**config.mk**
```make
export PLATFORM = sky130hd
export DESIGN_NAME = arm_exec_stage
export DESIGN_NICKNAME = d
export VERILOG_FILES = /design/src/rtl/arm_exec_stage.sv
export SDC_FILE = /design/constraint.sdc
export NUM_CORES = 1
export LEC_CHECK = 0
export ABC_AREA = 1
export ABC_CLOCK_PERIOD_IN_PS = 4900
export BUFFER_PORTS_ARGS = -buffer_cell sky130_fd_sc_hd__buf_2
export CAP_MARGIN = 20
export CORE_ASPECT_RATIO = 1.25
export CORE_MARGIN = 5
export CORE_UTILIZATION = 45
export CTS_CLUSTER_DIAMETER = 50
export DETAILED_ROUTE_END_ITERATION = 16
export PLACE_DENSITY_LB_ADDON = 0.08
export SYNTH_ARGS = -nofsm -noshare
export SYNTH_HDL_FRONTEND = slang
export SYNTH_SLANG_ARGS = --single-unit
```
**constraint.sdc**
```tcl
create_clock -name clk -period 4.9 [get_ports clk]
set_clock_uncertainty 0.1 [all_clocks]
set_input_delay 0.49 -clock clk [delete_from_list [all_inputs] [get_ports clk]]
set_output_delay 0.49 -clock clk [all_outputs]
set_load 0.1 [all_outputs]
```
**src/rtl/arm_exec_stage.sv**
```systemverilog
// arm_exec_stage
//   Execute stage between ID/EX and the memory stage. It runs single-cycle
//   ALU and address operations, and MUL/MLA on an iterative multiplier that
//   stalls the upstream pipeline while it works. Store data, byte enables and
//   writeback controls pass through into the EX/MEM register set.
//
// Parameters
//   MUL_BITS_PER_CYCLE   multiplier bits retired per BUSY cycle (1,2,4,8).
//                        K = 32/MUL_BITS_PER_CYCLE BUSY cycles per multiply.
//
// Configuration macro
//   ARM_EX_MUL_EARLY_TERM_EN  when defined, a BUSY cycle whose remaining
//                             (post-shift) multiplier is zero finishes the
//                             multiply early.
//
// Ports
//   clk, rst_b            clock (rising edge), synchronous active-low reset
//   flush                 kill the instruction in EX and any multiply
//   IDEX_*                decoded instruction, operands and controls
//   ex_stall              hold PC, IF/ID and ID/EX this cycle
//   EXMEM_*               registered result and pass-through controls
module arm_exec_stage #(
  parameter int MUL_BITS_PER_CYCLE = 4
) (
  input  logic        clk,
  input  logic        rst_b,
  input  logic        flush,
  input  logic        IDEX_valid,
  input  logic [3:0]  IDEX_alu_op,
  input  logic [31:0] IDEX_op_a,
  input  logic [31:0] IDEX_op_b,
  input  logic        IDEX_is_mul,
  input  logic        IDEX_mul_acc,
  input  logic [31:0] IDEX_acc,
  input  logic [31:0] IDEX_rd_data,
  input  logic        IDEX_rd_we,
  input  logic        IDEX_rd_data_sel,
  input  logic [3:0]  IDEX_des_reg_num,
  input  logic [3:0]  IDEX_mem_write_en,
  input  logic        IDEX_ld_byte_or_word,
  output logic        ex_stall,
  output logic        EXMEM_valid,
  output logic [31:0] EXMEM_data_result,
  output logic [31:0] EXMEM_rd_data,
  output logic        EXMEM_rd_we,
  output logic        EXMEM_rd_data_sel,
  output logic [3:0]  EXMEM_des_reg_num,
  output logic [3:0]  EXMEM_mem_write_en,
  output logic        EXMEM_ld_byte_or_word
);

  localparam int N  = MUL_BITS_PER_CYCLE;
  localparam int K  = 32 / N;
  localparam int CW = $clog2(K + 1);

  localparam logic [3:0] OP_AND = 4'h0, OP_EOR = 4'h1, OP_SUB = 4'h2, OP_RSB = 4'h3,
                         OP_ADD = 4'h4, OP_ADC = 4'h5, OP_SBC = 4'h6, OP_RSC = 4'h7,
                         OP_TST = 4'h8, OP_TEQ = 4'h9, OP_CMP = 4'hA, OP_CMN = 4'hB,
                         OP_ORR = 4'hC, OP_MOV = 4'hD, OP_BIC = 4'hE, OP_MVN = 4'hF;

  typedef enum logic {IDLE, BUSY} state_t;

  state_t      state, state_nxt;
  logic [31:0] mcand, mplier, prod;
  logic [CW-1:0] cnt;

  logic [31:0] mul_rd_data;
  logic        mul_rd_we, mul_rd_data_sel, mul_ld_byte_or_word;
  logic [3:0]  mul_des_reg_num, mul_mem_write_en;

  logic [31:0] alu_result;
  logic        alu_writes;
  logic [31:0] prod_step, mplier_shifted;
  logic        last_cycle, mul_accept, alu_fire, mul_done;

  // Single-cycle ALU. Carry-using opcodes have no carry-in here and
  // behave as their plain counterparts; compare/test ops never write back.
  always_comb begin
    alu_result = 32'd0;
    alu_writes = 1'b1;
    unique case (IDEX_alu_op)
      OP_AND, OP_TST:         alu_result = IDEX_op_a & IDEX_op_b;
      OP_EOR, OP_TEQ:         alu_result = IDEX_op_a ^ IDEX_op_b;
      OP_SUB, OP_SBC, OP_CMP: alu_result = IDEX_op_a - IDEX_op_b;
      OP_RSB, OP_RSC:         alu_result = IDEX_op_b - IDEX_op_a;
      OP_ADD, OP_ADC, OP_CMN: alu_result = IDEX_op_a + IDEX_op_b;
      OP_ORR:                 alu_result = IDEX_op_a | IDEX_op_b;
      OP_MOV:                 alu_result = IDEX_op_b;
      OP_BIC:                 alu_result = IDEX_op_a & ~IDEX_op_b;
      OP_MVN:                 alu_result = ~IDEX_op_b;
      default:                alu_result = 32'd0;
    endcase
    if (IDEX_alu_op inside {OP_TST, OP_TEQ, OP_CMP, OP_CMN})
      alu_writes = 1'b0;
  end

  // One radix-2^N step of the multiply; only the low 32 bits matter.
  assign prod_step      = prod + mcand * {{(32-N){1'b0}}, mplier[N-1:0]};
  assign mplier_shifted = mplier >> N;

`ifdef ARM_EX_MUL_EARLY_TERM_EN
  assign last_cycle = (cnt == CW'(1)) || (mplier_shifted == 32'd0);
`else
  assign last_cycle = (cnt == CW'(1));
`endif

  assign mul_accept = (state == IDLE) && IDEX_valid && IDEX_is_mul && !flush;
  assign alu_fire   = (state == IDLE) && IDEX_valid && !IDEX_is_mul && !flush;
  assign mul_done   = (state == BUSY) && last_cycle && !flush;

  // The final BUSY cycle releases the stall so upstream advances on the
  // same edge that writes the product into EX/MEM.
  assign ex_stall = rst_b && !flush &&
                    (mul_accept || ((state == BUSY) && !last_cycle));

  // Multiplier FSM next state; flush always wins over progress.
  always_comb begin
    state_nxt = state;
    if (flush) begin
      state_nxt = IDLE;
    end else begin
      unique case (state)
        IDLE: if (mul_accept) state_nxt = BUSY;
        BUSY: if (last_cycle) state_nxt = IDLE;
        default: state_nxt = IDLE;
      endcase
    end
  end

  always_ff @(posedge clk) begin
    if (!rst_b) state <= IDLE;
    else        state <= state_nxt;
  end

  // Multiplier datapath and latched controls of the instruction in flight.
  always_ff @(posedge clk) begin
    if (mul_accept) begin
      mcand               <= IDEX_op_a;
      mplier              <= IDEX_op_b;
      prod                <= IDEX_mul_acc ? IDEX_acc : 32'd0;
      cnt                 <= CW'(K);
      mul_rd_data         <= IDEX_rd_data;
      mul_rd_we           <= IDEX_rd_we;
      mul_rd_data_sel     <= IDEX_rd_data_sel;
      mul_des_reg_num     <= IDEX_des_reg_num;
      mul_mem_write_en    <= IDEX_mem_write_en;
      mul_ld_byte_or_word <= IDEX_ld_byte_or_word;
    end else if (state == BUSY) begin
      prod   <= prod_step;
      mcand  <= mcand << N;
      mplier <= mplier_shifted;
      cnt    <= cnt - CW'(1);
    end
  end

  // EX/MEM register: ALU result, completed product, or a bubble. Bubbles only
  // clear the fields that could cause side effects downstream.
  always_ff @(posedge clk) begin
    if (!rst_b) begin
      EXMEM_valid           <= 1'b0;
      EXMEM_data_result     <= 32'd0;
      EXMEM_rd_data         <= 32'd0;
      EXMEM_rd_we           <= 1'b0;
      EXMEM_rd_data_sel     <= 1'b0;
      EXMEM_des_reg_num     <= 4'd0;
      EXMEM_mem_write_en    <= 4'd0;
      EXMEM_ld_byte_or_word <= 1'b0;
    end else if (alu_fire) begin
      EXMEM_valid           <= 1'b1;
      EXMEM_data_result     <= alu_result;
      EXMEM_rd_data         <= IDEX_rd_data;
      EXMEM_rd_we           <= IDEX_rd_we && alu_writes;
      EXMEM_rd_data_sel     <= IDEX_rd_data_sel;
      EXMEM_des_reg_num     <= IDEX_des_reg_num;
      EXMEM_mem_write_en    <= IDEX_mem_write_en;
      EXMEM_ld_byte_or_word <= IDEX_ld_byte_or_word;
    end else if (mul_done) begin
      EXMEM_valid           <= 1'b1;
      EXMEM_data_result     <= prod_step;
      EXMEM_rd_data         <= mul_rd_data;
      EXMEM_rd_we           <= mul_rd_we;
      EXMEM_rd_data_sel     <= mul_rd_data_sel;
      EXMEM_des_reg_num     <= mul_des_reg_num;
      EXMEM_mem_write_en    <= mul_mem_write_en;
      EXMEM_ld_byte_or_word <= mul_ld_byte_or_word;
    end else begin
      EXMEM_valid        <= 1'b0;
      EXMEM_rd_we        <= 1'b0;
      EXMEM_mem_write_en <= 4'd0;
    end
  end

endmodule
```
==> results of run 1 <==
## layer usage
| metal | GRT usage (%) | wire length [um] | vias up | part of all wire, % |
|---|---|---|---|---|
| li1 | - | - | 10500 | - |
| met1 | 38.1 | 32200 | 10000 | 42 |
| met5 | 0 | 23 | - | 0.030 |
| met2 | 48.6 | 36500 | 688 | 48 |
| met4 | 9.64 | 2830 | 4 | 3.7 |
| met3 | 3.08 | 4430 | 130 | 5.8 |
## cells in the final DEF, fill, tap and decap left out, types with 21 or more instances in the layout
master / count
nand4_1: 36
xor2_1: 37
o21ai_0: 202
dlygate4sd3_1: 43
clkbuf_16: 29
buf_2: 225
inv_1: 554
nor3_1: 22
dfxtp_1: 81
buf_4: 40
edfxtp_1: 139
ha_1: 139
o221ai_1: 24
clkinv_1: 21
fa_1: 88
nand2_1: 880
a21oi_1: 183
nor2_1: 244
a31oi_1: 48
nand3_1: 176
## power by group
group / internal, mW / leakage (nW) / switching (mW)
Sequential: 2.17 / 1.94 / 0.0628
Clock: 1.22 / 0.469 / 0.894
Combinational: 1.23 / 10.3 / 2.54
Total: 4.62 / 12.7 / 3.49
## worst paths after layout
path                       start                  end  slack, ps
min                 IDEX_acc[25]   prod[25]$_DFFE_PP_        100
max          mplier[3]$_DFFE_PP_   prod[20]$_DFFE_PP_        170
min reg2reg  cnt[3]$_SDFFE_PP1P_  cnt[3]$_SDFFE_PP1P_        390
max reg2reg  mplier[3]$_DFFE_PP_   prod[20]$_DFFE_PP_        170
## critical path, stage by stage (launching register included)
cell and delay [ps]:
edfxtp_1 500, buf_12 180, buf_4 170, nand2_1 70, inv_1 50, fa_1 440, fa_1 480, inv_1 50
fa_1 470, inv_1 40, ha_1 340, nand2_1 110, inv_1 70, nand2_1 90, nor2_1 410, nand4_1 350
nand3_1 200, nand2_1 80, a32o_1 260
## what timing repair did
item / CTS / global route
gates resized for setup: 1 / 2
endpoints found under the setup margin: 5 / 7
hold buffers: 43 / 0
cloned: 0 / 0
hold endpoints to repair: 43 / 0
buffers inserted: 4 / 0
## through the flow
step | instances | instance area [um^2]
finish | 4019 | 24500
global placement | 3917 | 23000
CTS | 4018 | 24500
floorplan | 3116 | 21100
global route | 4018 | 24500
detailed placement | 3917 | 23000
## registers in the layout, indices dropped and copies added, names as in the netlist
register / flops
mul_ld_byte_or_word: 1
EXMEM_ld_byte_or_word: 1
EXMEM_valid: 1
prod: 32
mul_des_reg_num: 4
mul_rd_we: 1
EXMEM_rd_data_sel: 1
EXMEM_rd_we: 1
EXMEM_des_reg_num: 4
mul_mem_write_en: 4
cnt: 4
mcand: 32
EXMEM_data_result: 32
state: 1
mul_rd_data_sel: 1
EXMEM_rd_data: 32
EXMEM_mem_write_en: 4
mplier: 32
mul_rd_data: 32
## final cells by class
class / instances / area (um^2) / share of cell area, %
well taps: 630 / 788 / 3.22
inverters: 580 / 2180 / 8.90
repair buffers: 312 / 1940 / 7.92
flip-flops and latches: 220 / 5800 / 23.7
clock buffers: 38 / 790 / 3.23
clock inverters: 16 / 166 / 0.680
diodes: 1 / 2.50 / 0.0102
multi-input cells: 2222 / 12800 / 52.4
## cells by family (layout without fill, tap and decap cells)
kind of cell / count (synthesis) / count (layout) / share of synthesized area, %
AO/OA/AOI/OAI: 537 / 537 / 14.5
XOR/XNOR: 48 / 48 / 1.99
adder cells (fa/ha/maj): 227 / 227 / 16.6
buffers and inverters: 674 / 946 / 12.1
flip-flops: 220 / 220 / 27.4
other: 0 / 1 / 0
AND/OR/NAND/NOR: 1410 / 1410 / 27.4
==> impl_metrics.yaml, run 1 <==
outcome:
  status: "completed"
die:
  die_w_um: 204
  die-area_um2: 51400
  initial_core_util_pct: 45.6
  core_area_um2: 46400
  rows: 88
  boundaryPins: 226
  die_h_um: 252
sta:
  whs_ps: 102
  maxSlewHeadroom_pct: 28.9
  fin_crit_ps: 4730
  max_freq_mhz: 211
  slew_violations: 0
  rsz0062_at_grt: "no"
  setup_viol: 0
  tightest_slew_ps: 1070
  fin_ws_ps: 168
  post-route-period-util_pct: 96.6
  hold_viol: 0
  timing.setup.tns_ps: 0
synthesis:
  syn-num-nets: 3492
  synth_cell_types: 49
  yosysTopAreaCellShare_pct: 19.8
  synth_edf_count: 139
  ys_ff_latch: 220
  avgSynthCellArea_um2: 6.78
  yosys-top-cells-area: "edfxtp_1 20%, nand2_1 16%, inv_1 9.9%, fa_1 8.3%, ha_1 8.2%"
  yosys.area.top_type: "edfxtp_1"
  yosysSeqAreaShare_pct: 27.4
  ys_warn_count: 0
  async_flop_share_pct: 0
  synth.top_cells.by_count: "881 x nand2_1, 555 x inv_1, 246 x nor2_1"
  yosysMostFrequentCell: "nand2_1"
  syn_inst: 3116
  synthFlopType: "edfxtp_1"
  syn_area_um2: 21100
worst_setup_path:
  end_kind: "flip-flop"
  cp-start-kind: "flip-flop"
  crit_arrival_ps: 4950
  crit_type: "flip-flop to flip-flop"
  worstPathMaxFanout: 13
  required_ps: 5110
  reg2reg_depth: 18
pwr:
  power_leakage_nw: 12.7
  ir_drop_mv: 0.247
  cellPowerDensity_nw_per_um2: 332
  power_mw: 8.12
global_routing:
  grt_overflow: 0
  grt_pass1_wl_mm: 116
  grt_max_degree: 124
  antenna_found_initial: 3
  track_usage_pct: 28.6
  grt_pass1_vias: 20800
route:
  drt_iter0_markers: 1556
  drc_errors: 0
  first_pass_iters: 6
  num_vias: 21300
  viasPerCell: 5.31
  wl_mm: 76.0
  wire_per_inst_um: 18.9
  ant_nets: 0
clocking:
  cts_tree: "built"
  cts_sinks: 220
  htree_levels: 1
  clk_latency_ps: 580
  path_clk_slew_ps: 60
  cts_max_path_buffers: 3
  cts-root-buf: "clkbuf_16"
  cts_inserted_buffers: 29
placed_design:
  port_buffers: 225
  place_hpwl_mm: 60.7
  preCtsSetupSlack_ps: -53.7
  place_congestion: 1.01
worst_hold_path:
  hold_depth: 3
  hold_class: "primary input to flip-flop"
finish:
  fillers: 4716
  area_growth_pct: 15.8
  fin_util_pct: 52.8
  nNetsFinal: 3741
  drive_above_1_share_pct: 10.4
run:
  cap_violations: 0
Note: power is estimated with default switching activity, not from simulation.
==> run 2, diff against run 1 <==
--- a/config.mk
+++ b/config.mk
@@ -5,7 +5,6 @@
 export SDC_FILE = /design/constraint.sdc
 export NUM_CORES = 1
 export LEC_CHECK = 0
-export ABC_AREA = 1
 export ABC_CLOCK_PERIOD_IN_PS = 4900
 export BUFFER_PORTS_ARGS = -buffer_cell sky130_fd_sc_hd__buf_2
 export CAP_MARGIN = 20
==> run 2 against run 1 <==
- setup slack got worse by 76 ps
- sequential power barely moved
- via count is 16% lower
- final area decreased by 5.3%
- wire length decreased by 15%
- global-route usage fell by 2.6 points
- clock power is 6% lower
- die area decreased by 7.3%
- sequential share of layout area increased by 1.3 points
- clock-buffer cell count decreased by 3
- critical path type unchanged
- largest power group unchanged
==> impl_metrics.yaml, run 2 <==
outcome:
  status: "completed"
route:
  ant_nets: 0
  viasPerCell: 5.69
  wl_mm: 64.9
  drt_iter0_markers: 1346
  wire_per_inst_um: 20.6
  first_pass_iters: 5
  num_vias: 18000
  drc_errors: 0
finish:
  drive_above_1_share_pct: 18.8
  antennaDiodeCount: 0
  nNetsFinal: 2947
  stdcell_count: 3157
  final_common_cell: "nand2_1"
  final_area_um2: 23200
  area_growth_pct: 18.8
  final_cell_mix: "298 x nand2_1, 231 x inv_1, 225 x buf_2, 174 x nor2_1, 149 x a21oi_1"
die:
  rows: 85
  die_w_um: 196
  die-area_um2: 47600
  initial_core_util_pct: 45.4
  core_area_um2: 43000
  die_h_um: 243
  boundaryPins: 226
synthesis:
  synth_edf_count: 139
  avgSynthCellArea_um2: 8.46
  syn_inst: 2307
  async_flop_share_pct: 0
  yosys-top-cells-area: "edfxtp_1 21%, fa_1 9.0%, ha_1 8.9%, dfxtp_1 8.3%, nand2_1 5.7%"
  yosysTopAreaCellShare_pct: 21.4
  ys_ff_latch: 220
  synth_cell_types: 93
  syn_area_um2: 19500
  ys_warn_count: 0
  synth.top_cells.by_count: "298 x nand2_1, 233 x inv_1, 177 x nor2_1"
  synthFlopType: "edfxtp_1"
  syn-num-nets: 2683
  yosys.area.top_type: "edfxtp_1"
  yosysMostFrequentCell: "nand2_1"
  yosysSeqAreaShare_pct: 29.7
placed_design:
  place_congestion: 0.993
  place_hpwl_mm: 50.4
  port_buffers: 225
  placed_cell_area_um2: 21800
  preCtsSetupSlack_ps: -35.7
  numPlacedInstances: 3094
clocking:
  path_clk_slew_ps: 60
  cts_sinks: 220
  cts_max_path_buffers: 3
  cts_tree: "built"
  htree_levels: 1
  clk_latency_ps: 560
  cts_inserted_buffers: 27
  cts-root-buf: "clkbuf_16"
global_routing:
  grt_pass1_wl_mm: 99.4
  grt_overflow: 0
  grt_max_degree: 94
  grt_pass1_vias: 17800
  track_usage_pct: 26.0
  antenna_found_initial: 1
sta:
  slew_violations: 0
  tightest_slew_ps: 979
  setup_viol: 0
  max_freq_mhz: 208
  maxSlewHeadroom_pct: 34.6
  rsz0062_at_grt: "yes"
  timing.setup.tns_ps: 0
  hold_viol: 0
  fin_crit_ps: 4810
  fin_ws_ps: 92.3
  post-route-period-util_pct: 98.1
worst_setup_path:
  worstPathMaxFanout: 21
  worst-path-buf-inv: 4
  critical_path.slowest_cell: "fa_1"
  cp-start-kind: "flip-flop"
  required_ps: 5250
  cp_slowest_stage_delay_ps: 500
  crit_arrival_ps: 5160
  crit_type: "flip-flop to flip-flop"
  path_cells: "buf_12 > and2_1 > fa_1 > fa_1 > inv_1 > fa_1 > inv_1 > ha_4 > and4_4 > nand3_4 > nor3_2 > nor3_1 > buf_4 > a31o_1 > a211o_1 > o21ai_2 > xnor2_2 > o21ai_1 > a22o_1"
  end_kind: "flip-flop"
  cpLargestDelayFamily: "adder cells"
  cp_common_cell: "fa_1"
run:
  cap_violations: 0
pwr:
  power_leakage_nw: 10.2
  ir_drop_mv: 0.256
  cellPowerDensity_nw_per_um2: 357
worst_hold_path:
  hold_class: "primary input to flip-flop"
==> run 2: path summary, 6_finish.rpt <==
check,startpoint,end,slack (ps),depth (start not counted)
max,mplier[1]$_DFFE_PP_,EXMEM_data_result[30]$_SDFFE_PN0P_,90,19
min,IDEX_rd_data[17],mul_rd_data[17]$_DFFE_PP_,20,1
max reg2reg,mplier[1]$_DFFE_PP_,EXMEM_data_result[30]$_SDFFE_PN0P_,90,19
min reg2reg,EXMEM_rd_data[12]$_SDFFE_PN0P_,EXMEM_rd_data[12]$_SDFFE_PN0P_,380,2
==> run 2: final cells by class <==
type / count / area (um^2)
Sequential cell: 220 / 5800
Clock inverter: 15 / 156
Tap cell: 565 / 707
Fill cell: 4085 / 19800
Timing Repair Buffer: 365 / 2220
Multi-Input combinational cell: 1721 / 12700
Inverter: 236 / 887
Clock buffer: 35 / 736
==> run 2: repair_timing <==
action	CTS	global route
gates cloned	0	0
gates resized for setup	5	46
hold endpoints to repair	12	0
hold buffers	12	0
buffers inserted	0	1
endpoints found under the setup margin	4	22
pin swaps	0	10
==> run 2: through the flow <==
step	hold WS (ps)	utilization, %	power (mW)
after detailed placement	366	50.8	6.00
after global routing	8.64	53.9	8.80
final	24.0	53.9	8.28
after floorplan	347	-	4.71
after CTS	0.760	53.3	8.04
after global placement	364	50.8	5.95
==> run 2: cells by family after synthesis <==
| kind of cell | after synthesis | synth area share [%] |
|---|---|---|
| AO/OA/AOI/OAI | 579 | 20.0 |
| XOR/XNOR | 145 | 6.51 |
| adder cells (fa/ha/maj) | 227 | 17.9 |
| buffers and inverters | 366 | 7.13 |
| flip-flops | 220 | 29.7 |
| multiplexers | 4 | 0.212 |
| AND/OR/NAND/NOR | 766 | 18.5 |
==> run 2: layer usage <==
| layer | part of all wire [%] | GRT usage, % |
|---|---|---|
| met5 | 0.020 | 0 |
| met4 | 2.7 | 7.07 |
| met3 | 5.5 | 2.34 |
| met2 | 48 | 44.7 |
| met1 | 43 | 35.2 |
==> run 2: power breakdown <==
group	leakage (nW)	total (mW)	switching, mW	internal, mW
clock	0.448	1.99	0.850	1.14
combinational	7.84	4.04	2.41	1.63
sequential	1.95	2.25	0.0664	2.18
total	10.2	8.28	3.33	4.95
